===== src/rtl/vdp_sprite_line_drawer.sv =====
// Sprite line drawer: loads up to NUM_SPR prepared sprite entries at line start, then emits one
// prioritised, CC-merged sprite pixel per dot and reports the first sprite collision of the line.
module vdp_sprite_line_drawer #(
  parameter int unsigned NUM_SPR   = 8,
  parameter int unsigned LINE_DOTS = 256
) (
  input  logic        CLK21M,
  input  logic        RESET,
  input  logic        LINE_START,
  input  logic [3:0]  SP_COUNT,
  input  logic        MAG,
  input  logic        DRAW_START,
  input  logic        DOT_EN,
  output logic [2:0]  RAM_ADDR,
  input  logic [31:0] RAM_Q,
  output logic [3:0]  PIX_COLOR,
  output logic        PIX_VALID,
  output logic        COL_HIT,
  output logic [8:0]  COL_X,
  output logic        BUSY
);

  localparam logic [3:0] MaxCount = 4'(NUM_SPR);
  localparam logic [8:0] LastDot  = 9'(LINE_DOTS - 1);

  typedef enum logic [1:0] {StIdle, StFetch, StReady, StDraw} state_e;

  state_e     state_q, state_d;
  logic [2:0] ram_addr_q, ram_addr_d;
  logic [3:0] count_q, count_d;
  logic [3:0] fcnt_q, fcnt_d;
  logic [3:0] count_clamp;
  logic [2:0] cap_idx;
  logic [8:0] dot_q, dot_d;
  logic [8:0] col_x_q, col_x_d;
  logic       seen_q, seen_d;
  logic       col_hit_q, col_hit_d;
  logic       pix_valid_q, pix_valid_d;
  logic [3:0] pix_color_q, pix_color_d;

  logic        slot_vld_q [NUM_SPR];
  logic        slot_vld_d [NUM_SPR];
  logic [8:0]  slot_x_q   [NUM_SPR];
  logic [8:0]  slot_x_d   [NUM_SPR];
  logic [15:0] slot_pat_q [NUM_SPR];
  logic [15:0] slot_pat_d [NUM_SPR];
  logic [3:0]  slot_col_q [NUM_SPR];
  logic [3:0]  slot_col_d [NUM_SPR];
  logic        slot_cc_q  [NUM_SPR];
  logic        slot_cc_d  [NUM_SPR];
  logic        slot_ic_q  [NUM_SPR];
  logic        slot_ic_d  [NUM_SPR];
  logic        slot_ph_q  [NUM_SPR];
  logic        slot_ph_d  [NUM_SPR];

  logic        slot_act   [NUM_SPR];
  logic        slot_opq   [NUM_SPR];
  logic [9:0]  span;
  logic        base_found;
  logic        cand_seen;
  logic        collide;
  logic [3:0]  mix_color;
  logic        mix_valid;
  logic        unused_ram_msb;

  assign unused_ram_msb = RAM_Q[31];
  assign count_clamp    = (SP_COUNT > MaxCount) ? MaxCount : SP_COUNT;
  assign cap_idx        = 3'(fcnt_q - 4'd1);

  // Width compare is 10-bit so a sprite near the right edge never wraps back to dot 0.
  always_comb begin
    span = MAG ? 10'd32 : 10'd16;
    for (int i = 0; i < NUM_SPR; i++) begin
      slot_act[i] = slot_vld_q[i] && (dot_q >= slot_x_q[i]) &&
                    ({1'b0, dot_q} < ({1'b0, slot_x_q[i]} + span));
      slot_opq[i] = slot_act[i] && slot_pat_q[i][15];
    end
  end

  // Lowest-index opaque cc=0 slot is the base; later opaque cc=1 slots OR into it.
  always_comb begin
    base_found = 1'b0;
    cand_seen  = 1'b0;
    collide    = 1'b0;
    mix_color  = 4'h0;
    for (int i = 0; i < NUM_SPR; i++) begin
      if (slot_opq[i]) begin
        if (!slot_cc_q[i]) begin
          if (!base_found) begin
            base_found = 1'b1;
            mix_color  = slot_col_q[i];
          end
          if (!slot_ic_q[i]) begin
            if (cand_seen) collide = 1'b1;
            cand_seen = 1'b1;
          end
        end else if (base_found) begin
          mix_color = mix_color | slot_col_q[i];
        end
      end
    end
    mix_valid = base_found && (mix_color != 4'h0);
  end

  always_comb begin
    state_d     = state_q;
    ram_addr_d  = ram_addr_q;
    count_d     = count_q;
    fcnt_d      = fcnt_q;
    dot_d       = dot_q;
    col_x_d     = col_x_q;
    seen_d      = seen_q;
    col_hit_d   = 1'b0;
    pix_valid_d = pix_valid_q;
    pix_color_d = pix_color_q;
    for (int i = 0; i < NUM_SPR; i++) begin
      slot_vld_d[i] = slot_vld_q[i];
      slot_x_d[i]   = slot_x_q[i];
      slot_pat_d[i] = slot_pat_q[i];
      slot_col_d[i] = slot_col_q[i];
      slot_cc_d[i]  = slot_cc_q[i];
      slot_ic_d[i]  = slot_ic_q[i];
      slot_ph_d[i]  = slot_ph_q[i];
    end
    if (state_q != StDraw) begin
      pix_valid_d = 1'b0;
      pix_color_d = 4'h0;
    end

    if (LINE_START) begin
      for (int i = 0; i < NUM_SPR; i++) slot_vld_d[i] = 1'b0;
      ram_addr_d  = 3'd0;
      fcnt_d      = 4'd0;
      count_d     = count_clamp;
      col_x_d     = 9'd0;
      seen_d      = 1'b0;
      pix_valid_d = 1'b0;
      pix_color_d = 4'h0;
      state_d     = (count_clamp == 4'd0) ? StReady : StFetch;
    end else begin
      case (state_q)
        StIdle: ;
        StFetch: begin
          ram_addr_d = ram_addr_q + 3'd1;
          fcnt_d     = fcnt_q + 4'd1;
          // Read data for address k lands one cycle later, so slot k is written in cycle k+1.
          if (fcnt_q != 4'd0) begin
            for (int i = 0; i < NUM_SPR; i++) begin
              if (cap_idx == 3'(i)) begin
                slot_vld_d[i] = 1'b1;
                slot_x_d[i]   = RAM_Q[8:0];
                slot_pat_d[i] = RAM_Q[24:9];
                slot_col_d[i] = RAM_Q[28:25];
                slot_cc_d[i]  = RAM_Q[29];
                slot_ic_d[i]  = RAM_Q[30];
                slot_ph_d[i]  = 1'b0;
              end
            end
          end
          if (fcnt_q == count_q) state_d = StReady;
        end
        StReady: begin
          if (DRAW_START) begin
            state_d = StDraw;
            dot_d   = 9'd0;
          end
        end
        StDraw: begin
          if (DOT_EN) begin
            pix_valid_d = mix_valid;
            pix_color_d = mix_color;
            if (collide && !seen_q) begin
              col_hit_d = 1'b1;
              col_x_d   = dot_q;
              seen_d    = 1'b1;
            end
            for (int i = 0; i < NUM_SPR; i++) begin
              if (slot_act[i]) begin
                slot_ph_d[i] = ~slot_ph_q[i];
                if (!MAG || slot_ph_q[i]) slot_pat_d[i] = {slot_pat_q[i][14:0], 1'b0};
              end
            end
            dot_d = dot_q + 9'd1;
            if (dot_q == LastDot) state_d = StIdle;
          end
        end
        default: state_d = StIdle;
      endcase
    end
  end

  always_ff @(posedge CLK21M) begin
    if (RESET) begin
      state_q     <= StIdle;
      ram_addr_q  <= 3'd0;
      count_q     <= 4'd0;
      fcnt_q      <= 4'd0;
      dot_q       <= 9'd0;
      col_x_q     <= 9'd0;
      seen_q      <= 1'b0;
      col_hit_q   <= 1'b0;
      pix_valid_q <= 1'b0;
      pix_color_q <= 4'h0;
      for (int i = 0; i < NUM_SPR; i++) begin
        slot_vld_q[i] <= 1'b0;
        slot_x_q[i]   <= 9'd0;
        slot_pat_q[i] <= 16'h0;
        slot_col_q[i] <= 4'h0;
        slot_cc_q[i]  <= 1'b0;
        slot_ic_q[i]  <= 1'b0;
        slot_ph_q[i]  <= 1'b0;
      end
    end else begin
      state_q     <= state_d;
      ram_addr_q  <= ram_addr_d;
      count_q     <= count_d;
      fcnt_q      <= fcnt_d;
      dot_q       <= dot_d;
      col_x_q     <= col_x_d;
      seen_q      <= seen_d;
      col_hit_q   <= col_hit_d;
      pix_valid_q <= pix_valid_d;
      pix_color_q <= pix_color_d;
      for (int i = 0; i < NUM_SPR; i++) begin
        slot_vld_q[i] <= slot_vld_d[i];
        slot_x_q[i]   <= slot_x_d[i];
        slot_pat_q[i] <= slot_pat_d[i];
        slot_col_q[i] <= slot_col_d[i];
        slot_cc_q[i]  <= slot_cc_d[i];
        slot_ic_q[i]  <= slot_ic_d[i];
        slot_ph_q[i]  <= slot_ph_d[i];
      end
    end
  end

  assign RAM_ADDR  = ram_addr_q;
  assign PIX_COLOR = pix_color_q;
  assign PIX_VALID = pix_valid_q;
  assign COL_HIT   = col_hit_q;
  assign COL_X     = col_x_q;
  assign BUSY      = (state_q == StFetch) || (state_q == StDraw);

endmodule


===== config.mk =====
export PLATFORM = sky130hd
export DESIGN_NAME = vdp_sprite_line_drawer
export DESIGN_NICKNAME = d
export VERILOG_FILES = /design/src/rtl/vdp_sprite_line_drawer.sv
export SDC_FILE = /design/constraint.sdc
export NUM_CORES = 1
export LEC_CHECK = 0
export CAP_MARGIN = 20
export CORE_ASPECT_RATIO = 1.5
export CORE_UTILIZATION = 56
export CTS_CLUSTER_DIAMETER = 150
export DETAILED_ROUTE_END_ITERATION = 8
export GPL_ROUTABILITY_DRIVEN = 0
export PLACE_DENSITY = 0.77
export SLEW_MARGIN = 20
export SYNTH_ARGS = -nofsm -noshare
export SYNTH_HDL_FRONTEND = slang
export SYNTH_SLANG_ARGS = --single-unit

===== constraint.sdc =====
create_clock -name CLK21M -period 4.9 [get_ports CLK21M]
set_clock_uncertainty 0.05 [all_clocks]
set_input_delay 0.98 -clock CLK21M [delete_from_list [all_inputs] [get_ports CLK21M]]
set_output_delay 0.98 -clock CLK21M [all_outputs]
set_load 0.005 [all_outputs]

==> impl_summary.md, run 1 <==
Clock network
The master cell of the clock root buffer is clkbuf_16. The number of hold buffers added after cts is 0. The clock tree from TritonCTS is yes. The worst-skew pair later-pin latency is 570 ps. Counting the buffers created by CTS gives 28. The number of H-tree levels is 1.

The tree built by TritonCTS fans out to 302 sinks. After clock tree synthesis, the clock-pin slew on the worst setup and hold paths is 70 ps. Counting along the longest clock path gives a buffer depth of 3.

GRT
For this run the aggregate overflow at the end of global routing stands at 0. Across every metal layer, demand over resource in global routing totals 30.2%. The number of antenna violations at the first check in global routing is 0. The number of global-route vias before repair is 14100.

The first-pass GRT wire length is 70100 µm. The largest net degree at the start of global routing is 99.

Worst setup path
The critical path ends at COL_X[6]. The startpoint identified for the worst register-to-register timing path is dot_q[0]. Traced cell by cell, the critical path runs through dlygate4sd2_1, inv_2, buf_6, ha_2, fa_2, inv_1, ha_1, o21a_1, o211ai_1, a211oi_2, a211oi_4, nand3b_4, or4_4, a21oi_2, o21ai_2, a2111oi_4, buf_4, bufbuf_16, mux2i_1, nor2_1.

The most critical setup path has its startpoint at MAG. The worst path required time is 5290 ps. The worst setup path is of the primary input to flip-flop kind. The worst register-to-register path has a depth of 14. STA puts the critical path data arrival time at 5100 ps. The worst setup path is captured at a flip-flop. For flop-to-flop paths, the worst setup slack is 420 ps.

The slowest cell on the critical path is fa_2. The cell class contributing the biggest share of worst-path delay is compound AO/OA/AOI/OAI gates. The highest fanout seen on the critical path is 6. The longest individual stage delay on the worst path is 520 ps. The number of buffers and inverters on the critical path is 6. The startpoint type of the worst setup path is a primary input. In this run the critical register-to-register path is captured at PIX_VALID. The critical path depth is 20.

Finish
The layout has 2279 filler cells. The most frequent standard cell in the layout excluding fill and tap cells is dfxtp_1. Once layout is complete, the utilization of the core stands at 65.5%. The area growth from synthesis to layout is 15.1%.

Of the cells placed in the final design, the portion with a size suffix greater than 1 is 8.75%. At the end of the flow, the number of nets in the layout was 2191. In the layout the commonest cells are 302 x dfxtp_1, 292 x nand2_1, 288 x a21oi_1. The number of antenna diodes in the final layout is 0.

Synth
The synthesized netlist contains 72 unique library cells. The number of nets in the synthesized netlist is 2158. The leading register cell type out of synthesis is dfxtp_1. Sequential elements use 38.0% of the synthesized area. The count of yosys warnings during synthesis is 0. After synthesis the netlist holds a flip-flop and latch count of 302.

In this run, synthesis inferred 0 flip-flops with an integrated enable. The number of instances in the synthesized netlist is 1970. The average instance in the mapped netlist occupies 8.07 µm². The netlist area before placement is 15900 µm². The fraction of registers with async set or reset after synthesis is 0%.

STA
The count of final hold-check violations is 0. The worst path meets setup with 197 ps of slack. The pin slew with the least headroom to its limit is 1020 ps.

The number of pins with negative max-slew slack in the final report was 0. For the final routed database, the setup TNS stands at 0 ps. Setup violations remaining at the end of the flow were counted as 0. Measured against its own limit, the worst slew margin works out to 31.9%. Static timing analysis puts the maximum clock frequency at 213 MHz.

The fraction of the cycle the final worst path needs is 96.0%. The worst path in the final design needs a cycle of 4700 ps, including I/O delays and setup.

Place
The minimum setup slack after placement is -672 ps. The wire-length estimate of the detail-placed layout is 30500 µm. During placement, the flow inserted port buffers numbering 59.

Route
The initial detailed-routing violation count is 768. The per-cell via count in the routed design is 6.05. In the final routed layout, each cell accounts on average for 18.5 µm. The wire length reported by the detailed router is 43900 µm. The routed layout has 14300 vias.

The first TritonRoute pass finished after 5 iterations. For this run, design rule violations remaining after detail routing come to 0. In this run the remaining antenna-violating nets after routing total 0.

Power
After layout, the design draws a total of 5.18 mW. Dividing total power by cell area gives a power density of 283 nW/µm². The reported leakage power is 6.63 nW. The largest vdd supply drop is 0.000311 V.

Floorplan
The core box area is 28000 µm². The die covers 29100 µm². Pin placement for this block handled 61 I/O pins. The floorplan step set the die width to 140 µm.

The starting utilization of the core area is 56.9%. The floorplan step set the die height to 208 µm. The number of cell rows is 75.

Run status
The flow ran to the end, and the final reports show no timing, DRC or antenna violations.

Run
Across the run, the number of max-cap violations was 0.

Min path
The class of the most critical hold timing path is flip-flop to flip-flop.
[where the power goes]
group	leakage, nW	total, mW	internal [mW]	switching [mW]
logic	3.71	0.305	0.108	0.197
clock network	0.481	2.37	1.40	0.979
registers	2.43	2.50	2.48	0.0210
total	6.63	5.18	3.98	1.20
[Yosys cell counts, drive strengths merged, types with 3 or more instances]
master / n / area share [%]
fa: 8 / 1.0
and2: 21 / 0.83
nor4: 7 / 0.28
and4: 5 / 0.28
o311ai: 4 / 0.22
nand4: 17 / 0.67
dfxtp: 302 / 38
o2111ai: 6 / 0.33
nor2b: 17 / 0.72
a2111oi: 5 / 0.31
or4: 4 / 0.19
ha: 138 / 11
xnor2: 35 / 1.9
and3: 12 / 0.47
mux2i: 22 / 1.4
nand4b: 3 / 0.17
o21a: 15 / 0.71
a21o: 21 / 0.99
nor3b: 3 / 0.14
nand2b: 14 / 0.55
inv: 89 / 2.1
a21oi: 292 / 9.2
buf: 29 / 0.73
a211oi: 134 / 6.4
xor2: 9 / 0.50
nand3: 32 / 1.0
o211ai: 13 / 0.61
nor3: 13 / 0.41
a31oi: 7 / 0.28
a311oi: 3 / 0.17
o21ai: 22 / 0.69
nand3b: 9 / 0.50
and3b: 3 / 0.17
a41oi: 3 / 0.17
a31o: 4 / 0.22
nand2: 292 / 6.9
a22o: 4 / 0.22
or2: 3 / 0.12
or3: 9 / 0.35
nor2: 206 / 4.9
clkbuf: 105 / 2.6
[logic make-up (layout without fill, tap and decap cells)]
family,count (synthesis),in the layout,share of synthesized area (%)
muxes,23,23,1.46
buffers and inverters,223,276,5.43
adders and majority gates,147,147,11.9
and+or+nand+nor,671,671,18.7
xor gates and xnor gates,44,44,2.42
AOI/OAI and AO/OA,560,560,22.1
DFF,302,302,38.0
[layout make-up]
cell class | count | area (µm²) | share of cell area, %
multi-input combinational | 1445 | 9170 | 50.1
sequential | 302 | 6050 | 33.0
clock inverter | 10 | 161 | 0.882
inverter | 89 | 334 | 1.83
clock buffer | 40 | 837 | 4.57
timing repair buffer | 137 | 1320 | 7.23
tap | 346 | 433 | 2.37
[timing repair]
action | CTS | global route
gates cloned | 1 | 0
pin swaps | 5 | 9
buffers inserted | 2 | 3
gates resized for setup | 19 | 21
endpoints found under the setup margin | 10 | 10
[routing by layer]
layer  vias up  share of wire, %  GRT usage [%]
li1       6951                 -              -
met1      6771                37           31.4
met2       422                51           55.5
met3       188               5.0           3.87
met4         0               7.1           21.4
met5         -                 0              0
[worst min-delay path by stage]
stage	from	end	slack (ps)	depth (start not counted)
final	slot_x_q[1][3]	slot_x_q[1][3]	400	2
after global routing	slot_x_q[1][20]	slot_x_q[1][20]	420	2
after CTS	slot_col_q[0][11]	slot_col_q[0][11]	400	2
after detailed placement	slot_col_q[0][11]	slot_col_q[0][11]	400	2
after global placement	slot_col_q[0][11]	slot_col_q[0][11]	390	2
after floorplan	slot_vld_q[1][1]	slot_vld_q[1][1]	380	2
[flip-flops by register name, summed over array words and instances, names as in the netlist, 8 cells and up]
register / flops
slot_ic_q: 8
slot_ph_q: 8
slot_x_q: 72
dot_q: 9
slot_col_q: 32
slot_cc_q: 8
slot_vld_q: 8
COL_X: 9
slot_pat_q: 128
[per-stage QoR]
step / hold slack (ps) / std cells / instance area, µm²
CTS: 405 / 2366 / 18200
floorplan: 380 / 1970 / 15900
finish: 404 / 2369 / 18300
detailed placement: 396 / 2313 / 17100
global route: 422 / 2369 / 18300
global placement: 387 / 2313 / 17100
[worst register-to-register path, cell delays in order (launching register included)]
cell and delay [ps]:
dfxtp_1 470, inv_1 330, ha_1 390, and4_1 190, a2111oi_0 590, a32oi_2 220
o2111ai_2 120, buf_4 200, o2111a_1 290, nand4_1 210, xor2_1 310, and3b_1 230
nor4_2 370, a41oi_1 180, o21ba_2 220
Note: power is estimated with default switching activity, not from simulation.
==> inputs of run 2 (changes only) <==
--- a/config.mk
+++ b/config.mk
@@ -7,11 +7,12 @@
 export LEC_CHECK = 0
 export CAP_MARGIN = 20
 export CORE_ASPECT_RATIO = 1.5
-export CORE_UTILIZATION = 56
+export CORE_UTILIZATION = 60
+export CTS_BUF_LIST = sky130_fd_sc_hd__clkbuf_4
 export CTS_CLUSTER_DIAMETER = 150
 export DETAILED_ROUTE_END_ITERATION = 8
 export GPL_ROUTABILITY_DRIVEN = 0
-export PLACE_DENSITY = 0.77
+export PLACE_DENSITY_LB_ADDON = 0.15
 export SLEW_MARGIN = 20
 export SYNTH_ARGS = -nofsm -noshare
 export SYNTH_HDL_FRONTEND = slang
==> constraint.sdc (replaced) <==
create_clock -name CLK21M -period 4.8 [get_ports CLK21M]
set_clock_uncertainty 0.05 [all_clocks]
set_input_delay 0.96 -clock CLK21M [delete_from_list [all_inputs] [get_ports CLK21M]]
set_output_delay 0.96 -clock CLK21M [all_outputs]
set_load 0.005 [all_outputs]
==> run 2 against run 1 <==
Total power decreased by 3.1%. Final area shrank 0.14%. First-iteration DRC count fell by 3.8%. Sequential power grew 2%. Utilization rose by 5.0 points. Global-route usage increased by 3.8 points. Final cell count increased by 3.4%. Hold slack improved by 1.9 ps. Register-to-register slack improved by 40 ps. Combinational power rose by 2%. Via count grew 2.2%. Largest cell class unchanged. Largest power group unchanged. Highest routed layer unchanged.
==> impl_summary.md, run 2 (synthesized netlist as in run 1, its figures left out) <==
STA
Of the available clock period, the critical path in the final layout requires 96.9%. The final critical-path required period is 4650 ps. For the pin with the worst max-slew slack, the measured transition is 1050 ps.

The number of pins with negative max-slew slack in the final report came to 0. The maximum operating frequency is 215 MHz. The number of setup violations in the final report is 0. The count of final hold-check violations came to 0. Hold timing on the final database bottoms out at a slack of 406 ps. The relative slew slack is 29.7%.

Finish
Registers take 6050 µm². The register with the most flip-flops in the final layout is slot_pat_q. The largest registers in the layout are slot_pat_q x128, slot_x_q x72, slot_col_q x32. In the layout the commonest cells are 302 x dfxtp_1, 292 x nand2_1, 290 x a21oi_1. The most frequent standard cell in the layout excluding fill and tap cells is dfxtp_1. The net count of the finished layout is 2249. Summing all multi-input logic gate instances after layout gives 9150 µm².

The flip-flop count of the largest register after layout is 128. The area growth from synthesis to final layout is 14.9%. The number of inserted filler cells in the final layout is 2134. The fraction of layout instances using a drive strength above 1 is 11.9%.

Clock network
In this run the deepest clock path goes through 3 buffers. The master cell of the clock root buffer is clkbuf_4. TritonCTS built the clock tree. The TritonCTS sink count is 302.

The worst-skew pair later-pin latency is 720 ps. The clock transition at the registers of the reported paths is 70 ps. The H-tree generated during clock tree synthesis spans 3 levels. The number of CTS-inserted buffers is 76. The number of hold buffers added after cts is 0.

GRT
Summed over all layers, the global routing overflow is 0. The number of antenna violations at the first check in global routing was 2. The number of global-route vias before repair was 14500. The first global-routing pass estimated 72200 µm of wire. The total routing usage reported by global routing is 33.9%. Entering global routing, the biggest net connects 101 pins.

Worst setup path
STA classifies the critical path startpoint as a primary input. In this run the worst path has a maximum fanout of 7. For flop-to-flop paths, the worst setup slack is 460 ps. STA classifies the critical path endpoint as a flip-flop. The worst path required time is 5360 ps.

The worst register-to-register path ends at COL_X[7]. The start-to-end type of the worst setup path is primary input to flip-flop. The startpoint of the lowest-slack register-to-register path is slot_x_q[0][4]. STA puts the critical path data arrival time at 5210 ps. The worst reg-to-reg path cell count is 20.

Place
The count of buffers inserted at the top-level ports is 59. Summed over all nets, the half-perimeter wirelength after detailed placement is 31700 µm.

Run status
The run finished with clean final reports.

Min path
The cell depth of the worst hold path is 2. The worst hold path begins at slot_x_q[0][29]. The endpoint with the worst hold slack is slot_x_q[0][29]. The class of the most critical hold timing path is flip-flop to flip-flop.

Route
Summing over every cut layer, the via total after detailed routing is 14600. The post-detailed-route count of antenna-violating nets is 0. The wire length reported by the detailed router is 45300 µm. The detail-routed net length per standard cell is 18.5 µm. Using the TritonRoute via totals, the vias-per-cell ratio works out to 5.98. The initial detailed-routing violation count is 739.

The remaining design rule violation count is 0. The length of the first detailed-routing pass in iterations is 5.

Floorplan
The core box area is 25900 µm². For this configuration, the core starts out at a cell density of 61.3%. The area enclosed by the die boundary is 27200 µm². The number of I/O pins is 61. The number of cell rows is 72. In this run the horizontal extent of the chip is 135 µm.

The floorplan die height is 201 µm.

Power
Summed over all cells, the static leakage comes to 6.78 nW. In this run the power density over the cells is 275 nW/µm². Across the VDD grid, the largest voltage drop is 0.000268 V.

Power comes to 5.02 mW.

Run
Max-cap violations in this run came to 0.
[run 2: cell count changes in the layout (fill, tap and decap cells not counted), sizes merged]
cell      delta
buf         +10
bufinv       -3
clkbuf      +73
clkinv       +9
clkinvlp     -3
diode        +3
inv          +4
[run 2: critical path: stages]
cell           delay (ps)
dlygate4sd2_1         230
inv_1                  80
buf_6                 160
buf_4                 140
ha_1                  230
fa_2                  530
inv_1                  40
ha_1                  270
o21a_1                110
o2111ai_2             200
a311oi_2               90
a2111o_1              420
buf_4                 160
o2111a_2              150
xnor2_1               220
nor2_1                 80
a2111o_1              400
a311oi_1              380
a41oi_1               160
o21ba_2               210
[run 2: metal layers]
metal  vias up  track usage, %  share of wire [%]
met3       152            5.74                4.9
met4         0            22.1                6.0
li1       7124               -                  -
met5         -               0                  0
met2       404            62.8                 53
met1      6962            34.5                 36
[run 2: timing repair]
item                       4_1_cts  5_1_grt
pin swaps                        6        6
setup buffers                    2        2
cloned                           1        0
setup endpoints to repair       10        5
resized for setup               17       12
[run 2: cell type report]
class | count | area share (%)
clock buffers | 113 | 4.64
clock inverters | 17 | 0.493
inverters | 89 | 1.83
flip-flops and latches | 302 | 33.1
well taps | 333 | 2.28
diodes | 3 | 0.0411
repair buffers | 147 | 7.58
multi-input cells | 1445 | 50.1
[run 2: worst max-delay path by stage]
stage                            to  from  slack (ps)  depth (start not counted)
final                     PIX_VALID   MAG         150                         20
after CTS                 PIX_VALID   MAG         230                         21
after floorplan           PIX_VALID   MAG          20                         18
after global routing       COL_X[1]   MAG         -50                         20
after global placement    PIX_VALID   MAG        -750                         19
after detailed placement  PIX_VALID   MAG        -860                         20
[run 2: report_power, final]
part / switching [mW] / internal, mW
combinational: 0.203 / 0.109
clock: 1.03 / 1.12
sequential: 0.0213 / 2.53
[run 2: stage by stage]
step | instance area [µm²] | setup WS [ps] | utilization, % | setup TNS [ps] | cells
floorplan | 15900 | 16.6 | - | 0 | 1970
global placement | 17100 | -746 | 66.1 | -13550 | 2311
detailed placement | 17100 | -855 | 66.1 | -18330 | 2311
CTS | 18200 | 230 | 70.1 | 0 | 2444
global route | 18300 | -46.8 | 70.4 | -157 | 2448
finish | 18300 | 151 | 70.5 | 0 | 2449
